<file path="src/rtl/secuenciador_leds_pkg.sv">
// -----------------------------------------------------------------------------
// secuenciador_leds_pkg
// Shared definitions for the LED sequencer:
//   modo_t  - operating mode encodings driven on the 2-bit `modo` port
//   dir_t   - walking direction used by the ping-pong mode
//   ancho_posicion() - width of the position bus for a given LED count
// -----------------------------------------------------------------------------
package secuenciador_leds_pkg;

    typedef enum logic [1:0] {
        MODO_MANUAL     = 2'b00,
        MODO_AUTO_ADEL  = 2'b01,
        MODO_AUTO_ATRAS = 2'b10,
        MODO_PINGPONG   = 2'b11
    } modo_t;

    typedef enum logic {
        DIR_ADEL  = 1'b0,
        DIR_ATRAS = 1'b1
    } dir_t;

    // Position bus width; at least one bit even for degenerate counts.
    function automatic int ancho_posicion(input int n);
        return (n > 1) ? $clog2(n) : 1;
    endfunction

endpackage

</file>
<file path="src/rtl/secuenciador_leds_detector_flanco.sv">
// -----------------------------------------------------------------------------
// detector_flanco
// Rising-edge detector for an already synchronised button level.
//   clk    in  clock
//   rst    in  synchronous active-high reset
//   nivel  in  button level
//   flanco out high in the cycle `nivel` is 1 and was 0 the cycle before
// The previous-level register resets to 1 so that a button held through
// reset is not seen as a press when reset is released.
// -----------------------------------------------------------------------------
module detector_flanco (
    input  logic clk,
    input  logic rst,
    input  logic nivel,
    output logic flanco
);

    logic nivel_ant;

    always_ff @(posedge clk) begin
        if (rst) begin
            nivel_ant <= 1'b1;
        end else begin
            nivel_ant <= nivel;
        end
    end

    assign flanco = nivel & ~nivel_ant;

endmodule

</file>
<file path="src/rtl/secuenciador_leds.sv">
// -----------------------------------------------------------------------------
// secuenciador_leds
// One-hot walking light over N_LEDS outputs with manual stepping and three
// auto-run modes (forward, reverse, ping-pong) paced by a programmable
// prescaler.
//   clk         in   clock, all state changes on the rising edge
//   rst         in   synchronous active-high reset
//   avanzar     in   button level, rising edge steps +1
//   retroceder  in   button level, rising edge steps -1
//   reiniciar   in   while high, position held at 0
//   modo        in   00 manual, 01 auto fwd, 10 auto rev, 11 ping-pong
//   periodo     in   clock cycles per auto step, 0 disables auto stepping
//   led         out  one-hot decode of position (active-low when ACTIVO_BAJO)
//   posicion    out  current position
//   vuelta      out  one-cycle pulse on wrap / ping-pong return to 0
// -----------------------------------------------------------------------------
module secuenciador_leds
    import secuenciador_leds_pkg::*;
#(
    parameter int N_LEDS      = 8,
    parameter int ACTIVO_BAJO = 1,
    parameter int PER_W       = 24
) (
    input  logic                                 clk,
    input  logic                                 rst,
    input  logic                                 avanzar,
    input  logic                                 retroceder,
    input  logic                                 reiniciar,
    input  logic [1:0]                           modo,
    input  logic [PER_W-1:0]                     periodo,
    output logic [N_LEDS-1:0]                    led,
    output logic [ancho_posicion(N_LEDS)-1:0]    posicion,
    output logic                                 vuelta
);

    localparam int               POS_W  = ancho_posicion(N_LEDS);
    localparam logic [POS_W-1:0] ULTIMA = POS_W'(N_LEDS - 1);
    localparam logic [POS_W-1:0] CERO   = '0;
    localparam logic [POS_W-1:0] UNO_P  = POS_W'(1);
    localparam logic [PER_W-1:0] UNO_C  = PER_W'(1);

    // -------------------------------------------------------------------------
    // State
    // -------------------------------------------------------------------------
    logic [POS_W-1:0] pos_q,    pos_d;
    dir_t             dir_q,    dir_d;
    logic [PER_W-1:0] presc_q,  presc_d;
    logic             vuelta_q, vuelta_d;
    modo_t            modo_q;

    modo_t modo_act;
    logic  flanco_av;
    logic  flanco_re;
    logic  paso_man;
    logic  cambio_modo;
    logic  ir_atras;
    logic  [N_LEDS-1:0] led_uno;

    assign modo_act = modo_t'(modo);

    // -------------------------------------------------------------------------
    // Button edge detection
    // -------------------------------------------------------------------------
    detector_flanco u_flanco_avanzar (
        .clk    (clk),
        .rst    (rst),
        .nivel  (avanzar),
        .flanco (flanco_av)
    );

    detector_flanco u_flanco_retroceder (
        .clk    (clk),
        .rst    (rst),
        .nivel  (retroceder),
        .flanco (flanco_re)
    );

    // Simultaneous forward and backward presses cancel each other and the
    // cycle is treated as having no manual event.
    assign paso_man    = flanco_av ^ flanco_re;
    assign cambio_modo = (modo_act != modo_q);

    // -------------------------------------------------------------------------
    // Wrapping step helpers
    // -------------------------------------------------------------------------
    function automatic logic [POS_W-1:0] siguiente(input logic [POS_W-1:0] p);
        return (p == ULTIMA) ? CERO : p + UNO_P;
    endfunction

    function automatic logic [POS_W-1:0] anterior(input logic [POS_W-1:0] p);
        return (p == CERO) ? ULTIMA : p - UNO_P;
    endfunction

    // -------------------------------------------------------------------------
    // State register
    // -------------------------------------------------------------------------
    always_ff @(posedge clk) begin
        if (rst) begin
            pos_q    <= CERO;
            dir_q    <= DIR_ADEL;
            presc_q  <= '0;
            vuelta_q <= 1'b0;
            modo_q   <= MODO_MANUAL;
        end else begin
            pos_q    <= pos_d;
            dir_q    <= dir_d;
            presc_q  <= presc_d;
            vuelta_q <= vuelta_d;
            modo_q   <= modo_act;
        end
    end

    // -------------------------------------------------------------------------
    // Next-state logic: reiniciar > manual edge > mode change > auto tick
    // -------------------------------------------------------------------------
    always_comb begin
        pos_d    = pos_q;
        dir_d    = dir_q;
        presc_d  = presc_q;
        vuelta_d = 1'b0;
        ir_atras = 1'b0;

        if (reiniciar) begin
            pos_d   = CERO;
            dir_d   = DIR_ADEL;
            presc_d = '0;
        end else if (paso_man) begin
            presc_d = '0;
            if (flanco_av) begin
                pos_d    = siguiente(pos_q);
                vuelta_d = (pos_q == ULTIMA);
            end else begin
                pos_d    = anterior(pos_q);
                vuelta_d = (pos_q == CERO);
            end
            // In ping-pong, direction only follows manual steps at the ends;
            // when the step coincides with entering ping-pong, the entry rule
            // is applied to the landing position.
            if (modo_act == MODO_PINGPONG) begin
                if (pos_d == ULTIMA) begin
                    dir_d = DIR_ATRAS;
                end else if (pos_d == CERO) begin
                    dir_d = DIR_ADEL;
                end else if (cambio_modo) begin
                    dir_d = DIR_ADEL;
                end
            end
        end else if (cambio_modo) begin
            presc_d = '0;
            if (modo_act == MODO_PINGPONG) begin
                dir_d = (pos_q == ULTIMA) ? DIR_ATRAS : DIR_ADEL;
            end
        end else if (modo_act == MODO_MANUAL || periodo == '0) begin
            presc_d = '0;
        end else if (presc_q >= periodo - UNO_C) begin
            // ">=" so that shortening periodo mid-count ticks right away.
            presc_d = '0;
            case (modo_act)
                MODO_AUTO_ADEL: begin
                    pos_d    = siguiente(pos_q);
                    vuelta_d = (pos_q == ULTIMA);
                end
                MODO_AUTO_ATRAS: begin
                    pos_d    = anterior(pos_q);
                    vuelta_d = (pos_q == CERO);
                end
                default: begin
                    // Ping-pong. The ends always force a turn, regardless of
                    // the stored direction, so the walk can never leave range.
                    ir_atras = (pos_q == ULTIMA) ||
                               (dir_q == DIR_ATRAS && pos_q != CERO);
                    if (ir_atras) begin
                        pos_d = pos_q - UNO_P;
                        if (pos_d == CERO) begin
                            dir_d    = DIR_ADEL;
                            vuelta_d = 1'b1;
                        end else begin
                            dir_d = DIR_ATRAS;
                        end
                    end else begin
                        pos_d = pos_q + UNO_P;
                        dir_d = (pos_d == ULTIMA) ? DIR_ATRAS : DIR_ADEL;
                    end
                end
            endcase
        end else begin
            presc_d = presc_q + UNO_C;
        end
    end

    // -------------------------------------------------------------------------
    // Outputs
    // -------------------------------------------------------------------------
    always_comb begin
        led_uno = '0;
        for (int unsigned i = 0; i < N_LEDS; i++) begin
            led_uno[i] = (pos_q == POS_W'(i));
        end
        led      = (ACTIVO_BAJO != 0) ? ~led_uno : led_uno;
        posicion = pos_q;
        vuelta   = vuelta_q;
    end

endmodule
</file>
<file path="config.mk">
export PLATFORM = sky130hd
export DESIGN_NAME = secuenciador_leds
export DESIGN_NICKNAME = d
export VERILOG_FILES = /design/src/rtl/secuenciador_leds_pkg.sv /design/src/rtl/secuenciador_leds_detector_flanco.sv /design/src/rtl/secuenciador_leds.sv
export SDC_FILE = /design/constraint.sdc
export NUM_CORES = 1
export LEC_CHECK = 0
export ABC_AREA = 1
export BUFFER_PORTS_ARGS = -buffer_cell sky130_fd_sc_hd__buf_2
export CAP_MARGIN = 0
export CORE_MARGIN = 1.5
export CORE_UTILIZATION = 40
export CTS_CLUSTER_DIAMETER = 150
export DETAILED_ROUTE_END_ITERATION = 16
export SLEW_MARGIN = 5
export SYNTH_ARGS = -nofsm -noshare
export SYNTH_HDL_FRONTEND = slang
export SYNTH_SLANG_ARGS = --single-unit
export TNS_END_PERCENT = 1
</file>
<file path="constraint.sdc">
create_clock -name clk -period 8.3 [get_ports clk]
set_input_delay 0.83 -clock clk [delete_from_list [all_inputs] [get_ports clk]]
set_output_delay 0.83 -clock clk [all_outputs]
set_load 0.005 [all_outputs]
</file>
==> results.yml <==
grt:
  grt_max_degree: 22
  gr-usage-all-layers_pct: 20.0
  grt_pass1_vias: 2937
  antenna_found_initial: 0
  grt_pass1_wl_um: 13800
  gr-total-overflow: 0
die:
  rows: 32
  die_area_mm2: 0.00869
  core_mm2: 0.00781
  ioPinCount: 43
  die_x_um: 93.2
  chipHeight_um: 93.2
  start_util_pct: 41.7
logic_synthesis:
  synth_area_mm2: 0.00326
  synth_cells: 488
  syn_nets: 557
  syn-mean-instance-area_um2: 6.67
  yosysUniqueCellTypes: 38
  ys_seq_area_share_pct: 20.3
  synth-seq-cells: 33
  yosysWarnings: 0
cells_and_area:
  final_common_cell: "nand2_1"
  multi_input_area_mm2: 0.00232
  regArea_um2: 661
  fin_nets: 603
  fillCellCount: 832
  antenna_cells: 0
  drive_gt1_share_pct: 18.3
  utilization_pct: 47.2
  areaGrowthSynthToFinish_pct: 13.1
  layout_common_cells: "nand2_1, inv_1, nor2_1"
  stdcell_count: 637
worst_setup_path:
  start_kind: "input pin"
  critical-path-max-stage-delay_ps: 440
  cp_data_required_time_ps: 8470
  path_max_fanout: 21
  cp_slowest_cell: "inv_2"
  end_kind: "flop"
  cpMostUsedCell: "nand2_1"
  arrival_ps: 3840
  critPathKind: "input pin to flop"
  crit_chain: "buf_2, inv_1, ha_1, inv_1, nor2_2, nand3_2, nor3_4, nand3b_1, nor2_1, nand2_1, nand2_1, inv_1, ha_1, nand2_1, nor2_1, nand4_1, nor2_1, nand2_1, nand3b_4, nor2_4, inv_2, nor2_2"
placement:
  dp.cells: 629
  dp_hpwl_um: 6780
  place_congestion: 0.906
  port_buffers: 42
cts:
  cts_buffers: 5
  tritoncts: "yes"
  clockRootBuffer: "clkbuf_8"
  htreeDepth: 2
  clock-sinks: 33
  post_cts_buffers: 0
  clkLatencyLatePin_ps: 300
  postCtsResizedCells: 0
  cts_buffer_depth: 2
  clk_pin_slew_ps: 70
  holdBufCountCts: 0
sta:
  finalSetupTns_ps: 0
  slew_violations: 0
  maxSlewHeadroom_pct: 60.5
  hold_viol_final: 0
  finalSetupViolCount: 0
  hold_ws_ps: 494
  post-route-min-period_ps: 3670
  fmax_mhz: 272
  finClkSkew_ps: 13.2
  rsz0062_at_grt: "no"
  fin_crit_sh_pct: 44.3
  worst_slew_pin_slew_ps: 591
detailed_routing:
  drt_iter0_drc: 119
  drtAntennaViolNets: 0
  num_vias: 3097
  dr.pass1.iters: 4
  vias_per_cell: 4.86
  post_drt_wl_per_cell_um: 12.9
  drt-total-wl_um: 8190
  drc: 0
power:
  pwr-share-comb_pct: 19.1
  p_seq_share_pct: 40.7
  p_int_uw: 279
  switching_share_pct: 30.1
  leakagePower_nw: 1.73
  cellPowerDensity_mw_per_mm2: 108
  clkPwrFrac_pct: 40.2
  power.switching_uw: 120
  ir_drop_uv: 67.0
flow_run:
  max-cap-violations: 0
hold_path:
  holdCritPathClass: "flop to flop"
run_status:
  status: "completed"
[sequential cells by signal, summed over array words and instances, names as in the netlist]
| name | flops |
|---|---|
| modo_q | 2 |
| dir_q | 1 |
| presc_q | 24 |
| vuelta | 1 |
| posicion | 3 |
| u_flanco_retroceder.nivel_ant | 1 |
| u_flanco_avanzar.nivel_ant | 1 |
[power by group through the flow]
stage	Combinational (mW)	Sequential [mW]	Clock [mW]
global route	0.0869	0.163	0.169
floorplan	0.0502	0.166	0
finish	0.0760	0.162	0.160
global placement	0.0752	0.166	0
CTS	0.0761	0.162	0.163
detailed placement	0.0756	0.166	0
[cell families (layout without fill, tap and decap cells)]
| kind of cell | after synthesis | after routing | synth area share, % |
|---|---|---|---|
| fa+ha+maj | 38 | 38 | 14.6 |
| simple gates | 273 | 273 | 39.9 |
| compound gates | 38 | 38 | 6.68 |
| flops | 33 | 33 | 20.3 |
| xor+xnor | 38 | 38 | 10.2 |
| buf+inv | 68 | 115 | 8.34 |
[worst max-delay path, delay by kind of cell]
kind	cells	cell delay, ps
AND/OR/NAND/NOR	15	1720
buffers and inverters	5	820
adder cells (fa/ha/maj)	2	480
[cells in the mapped netlist (all sizes together)]
library cell  instances  share of area, %
or2                   1              0.19
a31oi                 2              0.38
a21boi                1              0.23
nor3b                 1              0.23
o22ai                 1              0.19
nand4                 8               1.7
nand3b                3               1.1
inv                  65               7.5
nand3                29               4.9
a21o                  2              0.46
buf                   3              0.84
xnor2                17               4.6
o211ai                4              0.92
and3                  1              0.19
o21a                  1              0.23
nor3                 12               2.3
nor2                 84                12
nor4                  2              0.85
ha                   38                15
a21oi                17               2.7
nand2               132                16
xor2                 21               5.6
dfxtp                33                20
o21ai                10               1.5
[area by class of cell]
| class | instances | area share (%) |
|---|---|---|
| clock buffers | 5 | 1.87 |
| clock inverters | 3 | 1.26 |
| inverters | 65 | 6.63 |
| multi-input cells | 387 | 63.1 |
| flip-flops and latches | 33 | 17.9 |
| well taps | 102 | 3.47 |
| repair buffers | 42 | 5.71 |
[final timing paths]
kind,start,end,slack [ps],cells after the start
max reg2reg,presc_q[15],presc_q[21],6150,10
min,presc_q[0],presc_q[0],490,1
min reg2reg,presc_q[0],presc_q[0],490,1
max,periodo[0],presc_q[21],4630,22
[metrics by stage]
| step | worst slack (ps) | total power [mW] | cell area [um^2] |
|---|---|---|---|
| after floorplan | 5060 | 0.216 | 3260 |
| after global placement | 4480 | 0.241 | 3570 |
| after detailed placement | 4330 | 0.242 | 3570 |
| after CTS | 4610 | 0.401 | 3680 |
| after global routing | 4220 | 0.419 | 3680 |
| final | 4630 | 0.399 | 3680 |
[metal layers]
metal	vias up	track usage, %	wire length (um)
li1	1644	-	-
met5	-	0	0
met2	54	33.9	3890
met3	2	3.09	334
met1	1397	26.8	3960
met4	0	3.54	10
Power figures use the tool's default switching activity.
